`src/rtl/spi_master_bram_client.sv`:
```
// SPI Mode 0 master that builds 0xDC-headed read/write frames for the SPI-to-BRAM
// slave port and returns the 0xBC-headed read reply on a response port.
module spi_master_bram_client #(
   parameter int DATA_WIDTH = 8,
   parameter int ADDR_WIDTH = 13,
   parameter int CLK_DIV    = 8,
   parameter int CS_GAP     = 16,
   parameter int TURNAROUND = 16
) (
   input  logic                  sys_clk_in,
   input  logic                  sys_rst_in,
   input  logic                  cmd_valid_in,
   output logic                  cmd_ready_out,
   input  logic                  cmd_write_in,
   input  logic [ADDR_WIDTH-1:0] cmd_addr_in,
   input  logic [DATA_WIDTH-1:0] cmd_wdata_in,
   output logic                  rsp_valid_out,
   output logic [DATA_WIDTH-1:0] rsp_rdata_out,
   output logic                  rsp_err_out,
   output logic                  busy_out,
   output logic                  sclk_out,
   output logic                  mosi_out,
   output logic                  cs_out,
   input  logic                  miso_in
);
   localparam logic [7:0] HDR_CMD = 8'hDC;
   localparam logic [7:0] OP_WR   = 8'hAB;
   localparam logic [7:0] OP_RD   = 8'hCB;
   localparam logic [7:0] HDR_RSP = 8'hBC;

   localparam int TX_W    = 16 + ADDR_WIDTH + DATA_WIDTH;
   localparam int BIT_W   = $clog2(TX_W + 1);
   localparam int CNT_MAX = (CLK_DIV > CS_GAP)
                            ? ((CLK_DIV > TURNAROUND) ? CLK_DIV : TURNAROUND)
                            : ((CS_GAP > TURNAROUND) ? CS_GAP : TURNAROUND);
   localparam int CNT_W   = $clog2(CNT_MAX + 1);

   localparam logic [CNT_W-1:0] DIV_TC  = CNT_W'(CLK_DIV - 1);
   localparam logic [CNT_W-1:0] TA_TC   = CNT_W'(TURNAROUND - 1);
   localparam logic [CNT_W-1:0] GAP_TC  = CNT_W'(CS_GAP - 1);
   localparam logic [BIT_W-1:0] LAST_WR = BIT_W'(TX_W - 1);
   localparam logic [BIT_W-1:0] LAST_RD = BIT_W'(TX_W - DATA_WIDTH - 1);
   localparam logic [BIT_W-1:0] LAST_RX = BIT_W'(16);

   typedef enum logic [2:0] {
      S_IDLE, S_CS_SETUP, S_SHIFT_TX, S_COMMIT,
      S_TURNAROUND, S_SHIFT_RX, S_CS_HOLD, S_CS_GAP
   } state_e;

   state_e                state_q, state_d;
   logic [CNT_W-1:0]      cnt_q, cnt_d;
   logic [BIT_W-1:0]      bit_q, bit_d;
   logic [TX_W-1:0]       sr_q, sr_d;
   logic [15:0]           rx_q, rx_d;
   logic                  wr_q, wr_d;
   logic                  sclk_q, sclk_d;
   logic                  cs_q, cs_d;
   logic                  mosi_q, mosi_d;
   logic                  rsp_valid_q, rsp_valid_d;
   logic [DATA_WIDTH-1:0] rsp_rdata_q, rsp_rdata_d;
   logic                  rsp_err_q, rsp_err_d;
   logic                  busy_q, busy_d;
   logic                  miso_meta_q, miso_sync_q;
   logic                  div_tc;

   assign div_tc = (cnt_q == DIV_TC);

   always_ff @(posedge sys_clk_in or posedge sys_rst_in) begin
      if (sys_rst_in) begin
         miso_meta_q <= 1'b0;
         miso_sync_q <= 1'b0;
      end else begin
         miso_meta_q <= miso_in;
         miso_sync_q <= miso_meta_q;
      end
   end

   // NOTE: every variable gets a default before the case so no latch is inferred.
   always_comb begin
      state_d     = state_q;
      cnt_d       = cnt_q + 1'b1;
      bit_d       = bit_q;
      sr_d        = sr_q;
      rx_d        = rx_q;
      wr_d        = wr_q;
      sclk_d      = sclk_q;
      cs_d        = cs_q;
      mosi_d      = mosi_q;
      rsp_valid_d = 1'b0;
      rsp_rdata_d = rsp_rdata_q;
      rsp_err_d   = rsp_err_q;

      case (state_q)
         S_IDLE: begin
            cnt_d = '0;
            if (cmd_valid_in) begin
               // Reads zero the data field so MOSI falls to 0 once the frame is out.
               state_d = S_CS_SETUP;
               bit_d   = '0;
               wr_d    = cmd_write_in;
               sr_d    = {HDR_CMD, cmd_write_in ? OP_WR : OP_RD, cmd_addr_in,
                          cmd_write_in ? cmd_wdata_in : {DATA_WIDTH{1'b0}}};
               cs_d    = 1'b0;
               mosi_d  = sr_d[TX_W-1];
            end
         end
         S_CS_SETUP: begin
            if (div_tc) begin
               cnt_d   = '0;
               sclk_d  = 1'b1;
               state_d = S_SHIFT_TX;
            end
         end
         S_SHIFT_TX: begin
            if (div_tc) begin
               cnt_d = '0;
               if (sclk_q) begin
                  sclk_d = 1'b0;
                  sr_d   = sr_q << 1;
                  mosi_d = sr_q[TX_W-2];
               end else if (bit_q == (wr_q ? LAST_WR : LAST_RD)) begin
                  bit_d = '0;
                  if (wr_q) begin
                     state_d = S_COMMIT;
                     sclk_d  = 1'b1;
                  end else begin
                     state_d = S_TURNAROUND;
                  end
               end else begin
                  bit_d  = bit_q + 1'b1;
                  sclk_d = 1'b1;
               end
            end
         end
         S_COMMIT: begin
            if (div_tc) begin
               cnt_d = '0;
               if (sclk_q) sclk_d = 1'b0;
               else        state_d = S_CS_HOLD;
            end
         end
         S_TURNAROUND: begin
            // This rising edge is the dummy pulse; nothing is sampled on it.
            if (cnt_q == TA_TC) begin
               cnt_d   = '0;
               sclk_d  = 1'b1;
               state_d = S_SHIFT_RX;
            end
         end
         S_SHIFT_RX: begin
            if (div_tc) begin
               cnt_d = '0;
               if (sclk_q) begin
                  sclk_d = 1'b0;
               end else if (bit_q == LAST_RX) begin
                  state_d = S_CS_HOLD;
               end else begin
                  bit_d  = bit_q + 1'b1;
                  sclk_d = 1'b1;
                  rx_d   = {rx_q[14:0], miso_sync_q};
               end
            end
         end
         S_CS_HOLD: begin
            if (div_tc) begin
               cnt_d   = '0;
               cs_d    = 1'b1;
               state_d = S_CS_GAP;
               if (!wr_q) begin
                  rsp_valid_d = 1'b1;
                  rsp_rdata_d = rx_q[DATA_WIDTH-1:0];
                  rsp_err_d   = (rx_q[15:8] != HDR_RSP);
               end
            end
         end
         S_CS_GAP: begin
            if (cnt_q == GAP_TC) begin
               cnt_d   = '0;
               state_d = S_IDLE;
            end
         end
         default: state_d = S_IDLE;
      endcase

      busy_d = (state_d != S_IDLE);
   end

   // NOTE: sequential state uses non-blocking assignments so all flops update together.
   always_ff @(posedge sys_clk_in or posedge sys_rst_in) begin
      if (sys_rst_in) begin
         state_q     <= S_IDLE;
         cnt_q       <= '0;
         bit_q       <= '0;
         sr_q        <= '0;
         rx_q        <= '0;
         wr_q        <= 1'b0;
         sclk_q      <= 1'b0;
         cs_q        <= 1'b1;
         mosi_q      <= 1'b0;
         rsp_valid_q <= 1'b0;
         rsp_rdata_q <= '0;
         rsp_err_q   <= 1'b0;
         busy_q      <= 1'b0;
      end else begin
         state_q     <= state_d;
         cnt_q       <= cnt_d;
         bit_q       <= bit_d;
         sr_q        <= sr_d;
         rx_q        <= rx_d;
         wr_q        <= wr_d;
         sclk_q      <= sclk_d;
         cs_q        <= cs_d;
         mosi_q      <= mosi_d;
         rsp_valid_q <= rsp_valid_d;
         rsp_rdata_q <= rsp_rdata_d;
         rsp_err_q   <= rsp_err_d;
         busy_q      <= busy_d;
      end
   end

   assign cmd_ready_out = (state_q == S_IDLE) & ~sys_rst_in;
   assign rsp_valid_out = rsp_valid_q;
   assign rsp_rdata_out = rsp_rdata_q;
   assign rsp_err_out   = rsp_err_q;
   assign busy_out      = busy_q;
   assign sclk_out      = sclk_q;
   assign mosi_out      = mosi_q;
   assign cs_out        = cs_q;

endmodule

```
`config.mk`:
```
export PLATFORM = sky130hd
export DESIGN_NAME = spi_master_bram_client
export DESIGN_NICKNAME = d
export VERILOG_FILES = /design/src/rtl/spi_master_bram_client.sv
export SDC_FILE = /design/constraint.sdc
export NUM_CORES = 1
export LEC_CHECK = 0
export CAP_MARGIN = 20
export CORE_ASPECT_RATIO = 1.5
export CORE_MARGIN = 3
export CORE_UTILIZATION = 41
export CTS_BUF_LIST = sky130_fd_sc_hd__clkbuf_16
export CTS_CLUSTER_SIZE = 40
export DETAILED_ROUTE_END_ITERATION = 16
export DONT_BUFFER_PORTS = 1
export GPL_ROUTABILITY_DRIVEN = 1
export HOLD_SLACK_MARGIN = 0.1
export SLEW_MARGIN = 20
export SYNTH_ARGS = -nofsm -noshare
export SYNTH_HDL_FRONTEND = slang
export SYNTH_SLANG_ARGS = --single-unit
```
`constraint.sdc`:
```
create_clock -name sys_clk_in -period 4.2 [get_ports sys_clk_in]
set_clock_uncertainty 0.15 [all_clocks]
set_input_delay 0.84 -clock sys_clk_in [delete_from_list [all_inputs] [get_ports sys_clk_in]]
set_output_delay 0.84 -clock sys_clk_in [all_outputs]
set_load 0.02 [all_outputs]
```
; Word-level counts from Yosys, hierarchy flattened
; Cells that the tools add are included.
[word_totals]
inputBits = 26
register_bits = 83
output_inout_bits = 15
elab_cells = 113
[op_classes]
eq_ne = 23
addsub = 2
n_mux = 53
reduce_logical = 15
bitwise = 5
[op_table]
columns = operator, n
row1 = 2-to-1 mux 36 bit, 3
row2 = one-hot mux 36 bit (2 select lines), 1
row3 = 2-to-1 mux 6 bit, 8
row4 = 2-to-1 mux 3 bit, 14
row5 = one-hot mux 3 bit (8 select lines), 1
row6 = inequality test 2 bit (second input constant), 11
row7 = one-hot mux 6 bit (3 select lines), 1
row8 = 2-to-1 mux 1 bit, 17
row9 = one-hot mux 5 bit (3 select lines), 1
row10 = equality test 3 bit (second input constant), 4
row11 = 2-to-1 mux 5 bit, 2
row12 = 2-to-1 mux 8 bit, 1
row13 = inequality test 8 bit (second input constant), 1
row14 = AND reduction 4 bit, 2
row15 = 2-to-1 mux 7 bit, 1
row16 = AND reduction 7 bit, 1
row17 = adder 6 x 1 -> 6 bit (second input constant), 1
row18 = equality test 3 x 2 -> 1 bit (second input constant), 2
row19 = equality test 6 x 5 -> 1 bit (second input constant), 1
row20 = equality test 6 bit, 1
row21 = AND reduction 3 bit, 2
row22 = AND reduction 6 bit, 1
row23 = nonzero test 3 bit, 2
row24 = adder 5 x 1 -> 5 bit (second input constant), 1
row25 = 13 further kinds, 18

; Longest topological paths before layout
; Gate-level depths: netlist (run 1).
[depth]
ltp_word = 7
mapped_depth = 9
ltp_nobuf = 8

; Least setup slack after synthesis (run 1)
; OpenSTA, ideal clock, no wires.
[synth_timing]
path_kind = in2out
from = input port sys_rst_in
to = output port cmd_ready_out
stages = 1
slack_ps = 1743
arrival_time_ps = 1467
n_path_buf = 0
required_time_ps = 3210
path_cell_list = nor4_1
[synth_between]
elab_chain_cells = 2
[synth_lines]
columns = element, line_no
row1 = from (decl), 11  ; input logic sys_rst_in,
row2 = inverter 1 bit, 221  ; assign cmd_ready_out = (state_q == S_IDLE) & ~sys_rst_in;
row3 = bitwise AND 1 bit, 221
row4 = to (decl), 13  ; output logic cmd_ready_out,
; No other way between the ends.

; Final worst setup path (run 1)
[layout_timing]
from = register state_q[1]
to = output port cmd_ready_out
[layout_between]
elab_chain_cells = 2
[layout_lines]
columns = element, line_no
row1 = from (decl), 50  ; state_e state_q, state_d;
row2 = from (signal assigned), 205  ; state_q <= state_d;
row3 = logical NOT 3 bit, 221
row4 = bitwise AND 1 bit, 221
; No other way between the ends.

==> metrics.txt, run 1 <==
run status=finished clean; period utilization=0.666; num rows=43; 1st-iter DRT viols=150; worst min-delay path class=reg -> reg; sequential share of the synthesized area=0.531; number of synthesized flops with an enable pin=0; fin cells=~480; Max Fclk=about 360 MHz; Cells after Synth=370; Cells after DPL=around 460; RSZ-0062 raised after global routing=no; ys async rst share=1.00; syn_area_per_cell=approximately 11 sq um; post-route cell area=approximately 4200 sq um; Clock Path Buffers=2; Crit Path Category=reg -> out; crit path DAT=~1800 ps; Max Cap Viol=0; Synth Cell Area=3910 sq um; Main synth FF type=dfrtp_1; total iterations of the first detailed-routing run=4; Power Dens Cells=roughly 380 nW/um^2; Die Area=between 10,000 and 15,000 sq um; Initial Utilization=0.423; WP buf/inv=0; critical path's top delay family=simple AND/OR/NAND/NOR gates; boundary pin count=41; WHS=slightly below 200 ps; CP Cell Sequence=nor4_1; Seq cells post-synth=just over 80; Layout area overhead=8.38%; Final Max Tran Viols=0; total gr overflow=0; Core ar.=about 9000 sq um; WL per Instance=around 15 microns; Synth warnings=0; Leak Pwr=around 0.0021 uW; CTS tree=built; Num CTS Buffers=9; Layout fillers=just under 900; crit path time final=about 2800 ps; Synth cell types=55; Vias=2,580; IO Port Bufs=0; largest net degree at the start of global routing=75; endpoints failing setup=0; CTS sink cnt=slightly above 80; Placed Area=just under 4000 sq um; final hold violations=0; antenna-violating nets left=0; n_diodes=0; CP Max Fanout=20; Startpoint Class=flip-flop; CTS hold repair buffers=0; setup TNS=0 ps; Skew-Pair Late Insertion Delay=about 340 ps; initial antenna violation count=0; first-pass GRT wire length=12.0 mm; Worst setup EP type=output port; vias in the first global route=2,493; post-synth net total=between 400 and 500; Clock Pin Slew Worst Setup and Hold Paths=about 60 ps; drt total wl=~7.1 mm; Root Driver=clkbuf_16; Worst-Margin Slew=about 900 ps; Worst path slowest cell=nor4_1; CTS H-tree depth=3; WP data required=3210 ps; Rel. slew slack=0.392; share of post-route cells with drive strength above 1=0.150; die height=126 microns; DP Wirelength=around 4.8 mm; number of gates resized after cts=0; GRT Total Usage=0.141; DR vias/cell=~5.4; Setup Fix Bufs, Post-CTS=0; Final nets=between 300 and 400; routability cong.=0.802; Die X=around 86 microns; Worst path max stage delay=870 ps; DRC=0; Worst VDD drop=about 0.22 mV
==> logic make-up after synthesis <==
group	after synthesis	share of synthesized area
XOR/XNOR	3	0.00672
AND/OR/NAND/NOR	126	0.159
AO/OA/AOI/OAI	81	0.120
adder cells (fa/ha/maj)	5	0.0160
buffers and inverters	30	0.0448
flip-flops	83	0.531
multiplexers	42	0.123
==> area by class of cell <==
class	count	area (sq um)	area share
clock buffer	9	225	0.0531
clock inverter	7	76.3	0.0180
inverter	9	36.3	0.00856
multi-input combinational	257	1670	0.393
sequential	83	2080	0.490
tap	112	140	0.0331
timing repair buffer	2	15.0	0.00354
==> stage by stage <==
stage                     power, uW  utilization  setup WS, ps
after global placement          854        0.425          1620
final                          1620        0.458          1400
after CTS                      1660        0.458          1370
after floorplan                 846            -          1070
after global routing           1690        0.458          1310
after detailed placement        855        0.425          1530
==> final timing paths <==
| kind | start | endpoint | slack, ps | cells after the start |
|---|---|---|---|---|
| hold / removal | miso_meta_q | miso_sync_q | 200 | 0 |
| max in group asynchronous | sys_rst_in | cnt_q[3] | 2740 | 2 |
| hold reg to reg | miso_meta_q | miso_sync_q | 200 | 0 |
| min in group asynchronous | sys_rst_in | rsp_rdata_out[6] | 330 | 1 |
| setup / recovery | state_q[1] | cmd_ready_out | 1400 | 1 |
| setup reg to reg | state_q[1] | sr_q[1] | 1700 | 5 |
==> synthesized netlist by cell type, drive strengths merged, types with 3 or more instances <==
master / n / area share
nor4: 3 / 0.0048
nor2b: 3 / 0.0048
mux2i: 16 / 0.041
inv: 9 / 0.0086
dfrtp: 82 / 0.52
nand3: 10 / 0.014
buf: 17 / 0.032
nand2: 62 / 0.061
nor3: 3 / 0.0038
a31oi: 4 / 0.0064
o21ai: 45 / 0.058
and3: 8 / 0.013
a21oi: 15 / 0.019
mux2: 26 / 0.082
clkbuf: 4 / 0.0038
nor2: 21 / 0.021
ha: 5 / 0.016
or3: 3 / 0.0048
==> report_power, final <==
part	total, uW	internal (uW)	switching, uW
combinational	26.5	6.67	19.8
clock	786	464	322
sequential	812	807	4.39
total	1620	1280	347
==> routing by layer <==
metal  GRT usage  wire length [microns]
met5           0                      0
met4      0.0867                    209
met3      0.0268                    249
met2       0.234                   3590
met1       0.166                   3050
==> state kept, by name (all words and copies together) (netlist names), 3 cells and up <==
| name | cells |
|---|---|
| sr_q | 36 |
| rx_q | 16 |
| rsp_rdata_out | 8 |
| bit_q | 6 |
| cnt_q | 5 |
| state_q | 3 |
==> layout by cell type (no fill, tap or decap), types with 2 or more instances in the layout <==
cell type,instances
nor2_1,20
a31oi_1,4
nand2_2,2
nand4b_1,2
nor3_1,3
buf_4,2
or3_1,2
nor2b_1,3
o21ai_0,14
and3b_1,2
o21ai_1,31
nor4_1,3
clkinvlp_4,2
and3_1,7
a21oi_1,15
ha_1,5
mux2_2,18
a21o_1,2
a221oi_1,2
inv_6,2
dfrtp_1,82
mux2i_1,16
clkbuf_16,9
inv_1,8
nand2_1,60
xnor2_1,2
mux2_4,7
nand3_1,9
o311ai_1,2
Note: power is estimated with default switching activity, not from simulation.
==> inputs of run 2 (changes only) <==
clock period = 2.4 ns   (was 4.2 ns; I/O delays follow)
==> run 2 against run 1 <==
  * Setup slack got worse by 1200 ps
  * Flip-flop and latch count unchanged
  * Highest routed layer unchanged
  * Hold slack got worse by 62 ps
  * Cell count increased by 2.9%
  * Combinational power increased by 100%
  * Clock-buffer cell count unchanged
  * Core utilization increased by 1.3 points
==> metrics.txt, run 2 (same netlist as run 1, synthesis figures left out) <==
final hold violations=0 (unchanged); share of post-route cells with drive strength above 1=0.179 (+0.0291); Clock Pin Slew Worst Setup and Hold Paths=60 ps (about the same); num rows=43 (unchanged); antenna-violating nets left=0 (unchanged); CP Cell Sequence=ha_1 > and3_2 > ha_1 > nor2b_2 > nor2_1 > o221ai_2 > o311ai_2 > or3_1; Power Dens Cells=631 nW/um^2 (+65%); commonest non-fill, non-tap cells in the layout=dfrtp_1, nand2_1, o21ai_1, nor2_1, mux2_2; Final WS setup=187 ps (-1220 ps); most common cell after layout, fill and taps aside=dfrtp_1; Rel. slew slack=0.594 (+0.201); Setup Fix Bufs, Post-CTS=0 (unchanged); Root Driver=clkbuf_16; vias in the first global route=2,696 (+8.1%); Worst setup EP type=flip-flop; Max Fclk=452 MHz; endpoints failing setup=0 (unchanged); P_sw=615 uW (+77%); 1st-iter DRT viols=160 (+6.7%); WP data required=2460 ps (-750 ps); Die X=85.8 microns (unchanged); DRC=0 (unchanged); first-pass GRT wire length=12.5 mm (+4.7%); setup TNS=0 ps (unchanged); period utilization=0.922; Leak Pwr=0.00215 uW (+2.6%); Num CTS Buffers=9 (unchanged); CTS tree=built; CP Max Fanout=4 (-80%); WP buf/inv=0 (unchanged); GRT Total Usage=0.145 (+0.00461); Die Area=10,800 sq um (unchanged); most frequent CP cell=ha_1; Skew-Pair Late Insertion Delay=330 ps (about the same); WL per Instance=14.6 microns (-1.2%); dpl ws=160 ps (-1370 ps); die height=126 microns (unchanged); post-route cell area=4360 sq um (+2.8%); Worst VDD drop=0.391 mV (+77%); CTS H-tree depth=3 (unchanged); CTS sink cnt=83 (unchanged); Crit Path Category=reg -> reg; Clock Path Buffers=2 (unchanged); DP Wirelength=4.84 mm (+1.7%); DR vias/cell=5.41 (+0.36%); total gr overflow=0 (unchanged); Core ar.=9250 sq um (unchanged); crit path DAT=2270 ps (+460 ps); IO Port Bufs=0 (unchanged); Layout fillers=868 (-2.4%); largest net degree at the start of global routing=75 (unchanged); Worst path max stage delay=390 ps (-480 ps); Reg power frac=0.516 (+0.016); Placed Area=4040 sq um (+2.8%); Vias=2,665 (+3.3%); Layout area overhead=11.5%; clock share of power=0.464 (-0.020); worst min-delay path class=in -> reg; critical path's top delay family=simple AND/OR/NAND/NOR gates; RSZ-0062 raised after global routing=no; routability cong.=0.807 (+0.52%); number of flip-flops in the largest register=36 (unchanged); Final nets=406 (+3.3%); crit path time final=approximately 2200 ps; Final Max Tran Viols=0 (unchanged); Max Cap Viol=0 (unchanged); Startpoint Class=flip-flop; initial antenna violation count=1 (+1); logic gate share of total power=0.020 (+0.004); Worst-Margin Slew=600 ps (-303 ps); Internal Power=2140 uW (+67%); total iterations of the first detailed-routing run=4 (unchanged); drt total wl=7.22 mm (+1.7%); Worst path slowest cell=dfrtp_1; Initial Utilization=0.423 (unchanged); Sw Share=0.223 (+0.0102); run status=finished clean; boundary pin count=41 (unchanged); Largest Register=sr_q; final core utilization=0.471 (+0.0130)
## run 2: changes by cell type in the layout (fill, tap and decap cells not counted), sizes merged
| cell | previous run | this run |
|---|---|---|
| clkinv | 2 | 1 |
| clkinvlp | 2 | 4 |
| dlygate4sd3 | 0 | 2 |
| buf | 2 | 13 |
| diode | 0 | 1 |
| bufinv | 1 | 0 |
## run 2: worst register-to-register path, cell delays in order, from the launching register on
cell      delay [ps]
dfrtp_1          390
ha_1             250
and3_2           230
ha_1             220
nor2b_2          160
nor2_1            80
o221ai_2         160
o311ai_2         130
or3_1            320
## run 2: worst paths after layout
path | start | endpoint | slack (ps) | depth (start not counted)
setup / recovery | cnt_q[0] | busy_out | 190 | 8
hold / removal | cmd_write_in | sr_q[0] | 130 | 2
setup reg to reg | cnt_q[0] | busy_out | 190 | 8
hold reg to reg | miso_meta_q | miso_sync_q | 230 | 0
max in group asynchronous | sys_rst_in | sr_q[0] | 1200 | 3
min in group asynchronous | sys_rst_in | state_q[0] | 550 | 3
## run 2: area by class of cell
cell class	count	area, sq um	share of cell area
Inverter	9	37.5	0.00861
Clock buffer	9	225	0.0517
Clock inverter	7	52.6	0.0121
Multi-Input combinational cell	257	1680	0.385
Timing Repair Buffer	15	143	0.0327
Sequential cell	83	2080	0.477
Tap cell	112	140	0.0321
Antenna cell	1	2.50	0.000574
## run 2: stage by stage
stage / power (uW) / hold WS [ps] / std cells
global placement: 1500 / 233 / 474
floorplan: 1480 / 181 / 370
global route: 2860 / 143 / 493
finish: 2750 / 135 / 493
detailed placement: 1500 / 227 / 474
CTS: 2800 / 123 / 492
## run 2: repair_timing
action | in CTS | in global routing
hold endpoints to repair | 83 | 0
endpoints found under the setup margin | 0 | 1
hold buffers | 2 | 0
resized for setup | 0 | 3
## run 2: power by group through the flow
stage	clock [uW]	combinational [uW]	sequential (uW)
finish	1280	53.9	1420
floorplan	0	37.4	1440
CTS	1330	57.4	1420
global placement	0	52.6	1450
global route	1370	64.6	1420
detailed placement	0	54.5	1450
## run 2: per-layer routing
layer / track usage / wire (microns) / vias up / part of all wire
li1: - / - / 1317 / -
met1: 0.171 / 3030 / 1291 / 0.42
met3: 0.0366 / 282 / 9 / 0.039
met2: 0.241 / 3790 / 48 / 0.52
met5: 0 / 0 / - / 0
met4: 0.0764 / 116 / 0 / 0.016
==> inputs of run 3 (changes only) <==
CORE_ASPECT_RATIO = 1.2   (was 1.5)
SLEW_MARGIN = unset   (was 20)
==> run 3 against run 2 <==
  * Hold slack gained 5.6 ps
  * Setup slack worse by 41 ps
  * Routed wire length shrank 0.93%
  * Cell area about the same
  * Critical path type unchanged
  * Largest cell class unchanged
  * Via count down 2.0%
==> metrics.txt, run 3 (same netlist as run 1, synthesis figures left out) <==
run status=finished clean; total iterations of the first detailed-routing run=4 (unchanged); GRT Total Usage=0.147 (+0.00128); largest net degree at the start of global routing=84 (+12%); Die Area=10,800 sq um (-0.18%); n_diodes=0 (-1); die height=113 microns (-10%); hold_sp=cmd_write_in; setup TNS=0 ps (unchanged); worst min-delay path class=in -> reg; Internal Power=2140 uW (+0.38%); DR vias/cell=5.24 (-3.0%); IO Port Bufs=0 (unchanged); Root Driver=clkbuf_16; Clock Pin Slew Worst Setup and Hold Paths=60 ps (about the same); worst setup path startpoint=cnt_q[0]; DP Wirelength=4.67 mm (-3.6%); 1st-iter DRT viols=131 (-18%); CP Max Fanout=4 (unchanged); Max Fclk=444 MHz (-1.8%); Worst-Margin Slew=579 ps (-21.1 ps); period utilization=0.939 (+0.0172); boundary pin count=41 (unchanged); WL per Instance=14.4 microns (-1.9%); final hold violations=0 (unchanged); Max Cap Viol=0 (unchanged); vias in the first global route=2,585 (-4.1%); share of post-route cells with drive strength above 1=0.177 (-0.00170); Core ar.=9180 sq um (-0.84%); CTS H-tree depth=3 (unchanged); Final Max Tran Viols=0 (unchanged); Startpoint Class=flip-flop; Leak Pwr=0.00215 uW (-0.27%); routability cong.=0.801 (-0.68%); Rel. slew slack=0.608 (+0.0143); Crit Path Category=reg -> reg; num rows=38 (-12%); Power Dens Cells=637 nW/um^2 (+0.92%); Worst VDD drop=0.347 mV (-11%); number of flip-flops in the largest register=36 (unchanged); clock share of power=0.469 (+0.005); P_sw=631 uW (+2.7%); Reg power frac=0.512 (-0.004); initial antenna violation count=0 (-1); commonest non-fill, non-tap cells in the layout=dfrtp_1, nand2_1, o21ai_1, nor2_1, mux2_2; logic gate share of total power=0.019 (about the same); WP data required=2460 ps (about the same); RSZ-0062 raised after global routing=no; Initial Utilization=0.426 (+0.00357); Worst setup EP type=flip-flop; Die X=95.2 microns (+11%); Layout area overhead=11.4% (about the same); Vias=2,612 (-2.0%); DRC=0 (unchanged); crit path time final=2250 ps (+41.3 ps); crit path DAT=2310 ps (+40 ps); Sw Share=0.227 (+0.00396); CTS tree=built; total gr overflow=0 (unchanged); CTS sink cnt=83 (unchanged); most common cell after layout, fill and taps aside=dfrtp_1; Num CTS Buffers=9 (unchanged); RR Startpoint=cnt_q[0]; drt total wl=7.15 mm (-0.93%); endpoints failing setup=0 (unchanged); antenna-violating nets left=0 (unchanged); Final nets=404 (-0.49%); Largest Register=sr_q; Power, Total=2770 uW (+0.89%); first-pass GRT wire length=12.5 mm (-0.33%); Clock Path Buffers=2 (unchanged); Skew-Pair Late Insertion Delay=330 ps (about the same)
[run 3: layout make-up]
cell class | count | area, sq um
Clock inverter | 7 | 58.8
Tap cell | 120 | 150
Inverter | 9 | 37.5
Clock buffer | 9 | 225
Multi-Input combinational cell | 257 | 1680
Timing Repair Buffer | 13 | 128
Fill cell | 856 | 4820
Sequential cell | 83 | 2080
[run 3: through the flow]
stage,utilization,hold slack (ps),area [sq um],instances,worst slack (ps)
after detailed placement,0.440,188,4040,480,140
final,0.475,141,4360,498,145
after floorplan,-,181,3920,370,287
after global routing,0.475,139,4360,498,14.4
after CTS,0.473,129,4340,498,124
after global placement,0.440,192,4040,480,206
[run 3: power groups by stage]
stage	sequential (uW)	combinational, uW	clock (uW)
floorplan	1440	37.4	0
global placement	1450	51.1	0
detailed placement	1450	52.7	0
CTS	1420	55.6	1340
global route	1420	63.5	1400
finish	1420	52.6	1300
[run 3: critical path, stage by stage (launching register included)]
cell	delay [ps]
dfrtp_1	400
ha_1	260
and3_2	240
ha_1	220
nor2b_2	160
nor2_1	70
o221ai_2	160
o311ai_2	140
or3_1	330
[run 3: routing by layer]
| layer | up-vias | global-route usage | part of all wire |
|---|---|---|---|
| met1 | 1279 | 0.190 | 0.46 |
| met4 | 0 | 0.0683 | 0.019 |
| met3 | 10 | 0.0286 | 0.017 |
| met5 | - | 0 | 0 |
| li1 | 1302 | - | - |
| met2 | 21 | 0.234 | 0.50 |
[run 3: path summary, 6_finish.rpt]
path,endpoint,slack [ps],cells after the start
min in group asynchronous,cnt_q[4],590,3
worst max-delay path,busy_out,150,8
worst min-delay path,sr_q[0],140,2
worst max register to register,busy_out,150,8
max in group asynchronous,sr_q[0],1160,3
worst min register to register,miso_sync_q,200,0
[run 3: repair_timing]
action	in CTS	in global routing
resized for setup	0	3
hold endpoints to repair	83	0
endpoints found under the setup margin	0	1
buffers inserted	0	0
hold buffers	2	0
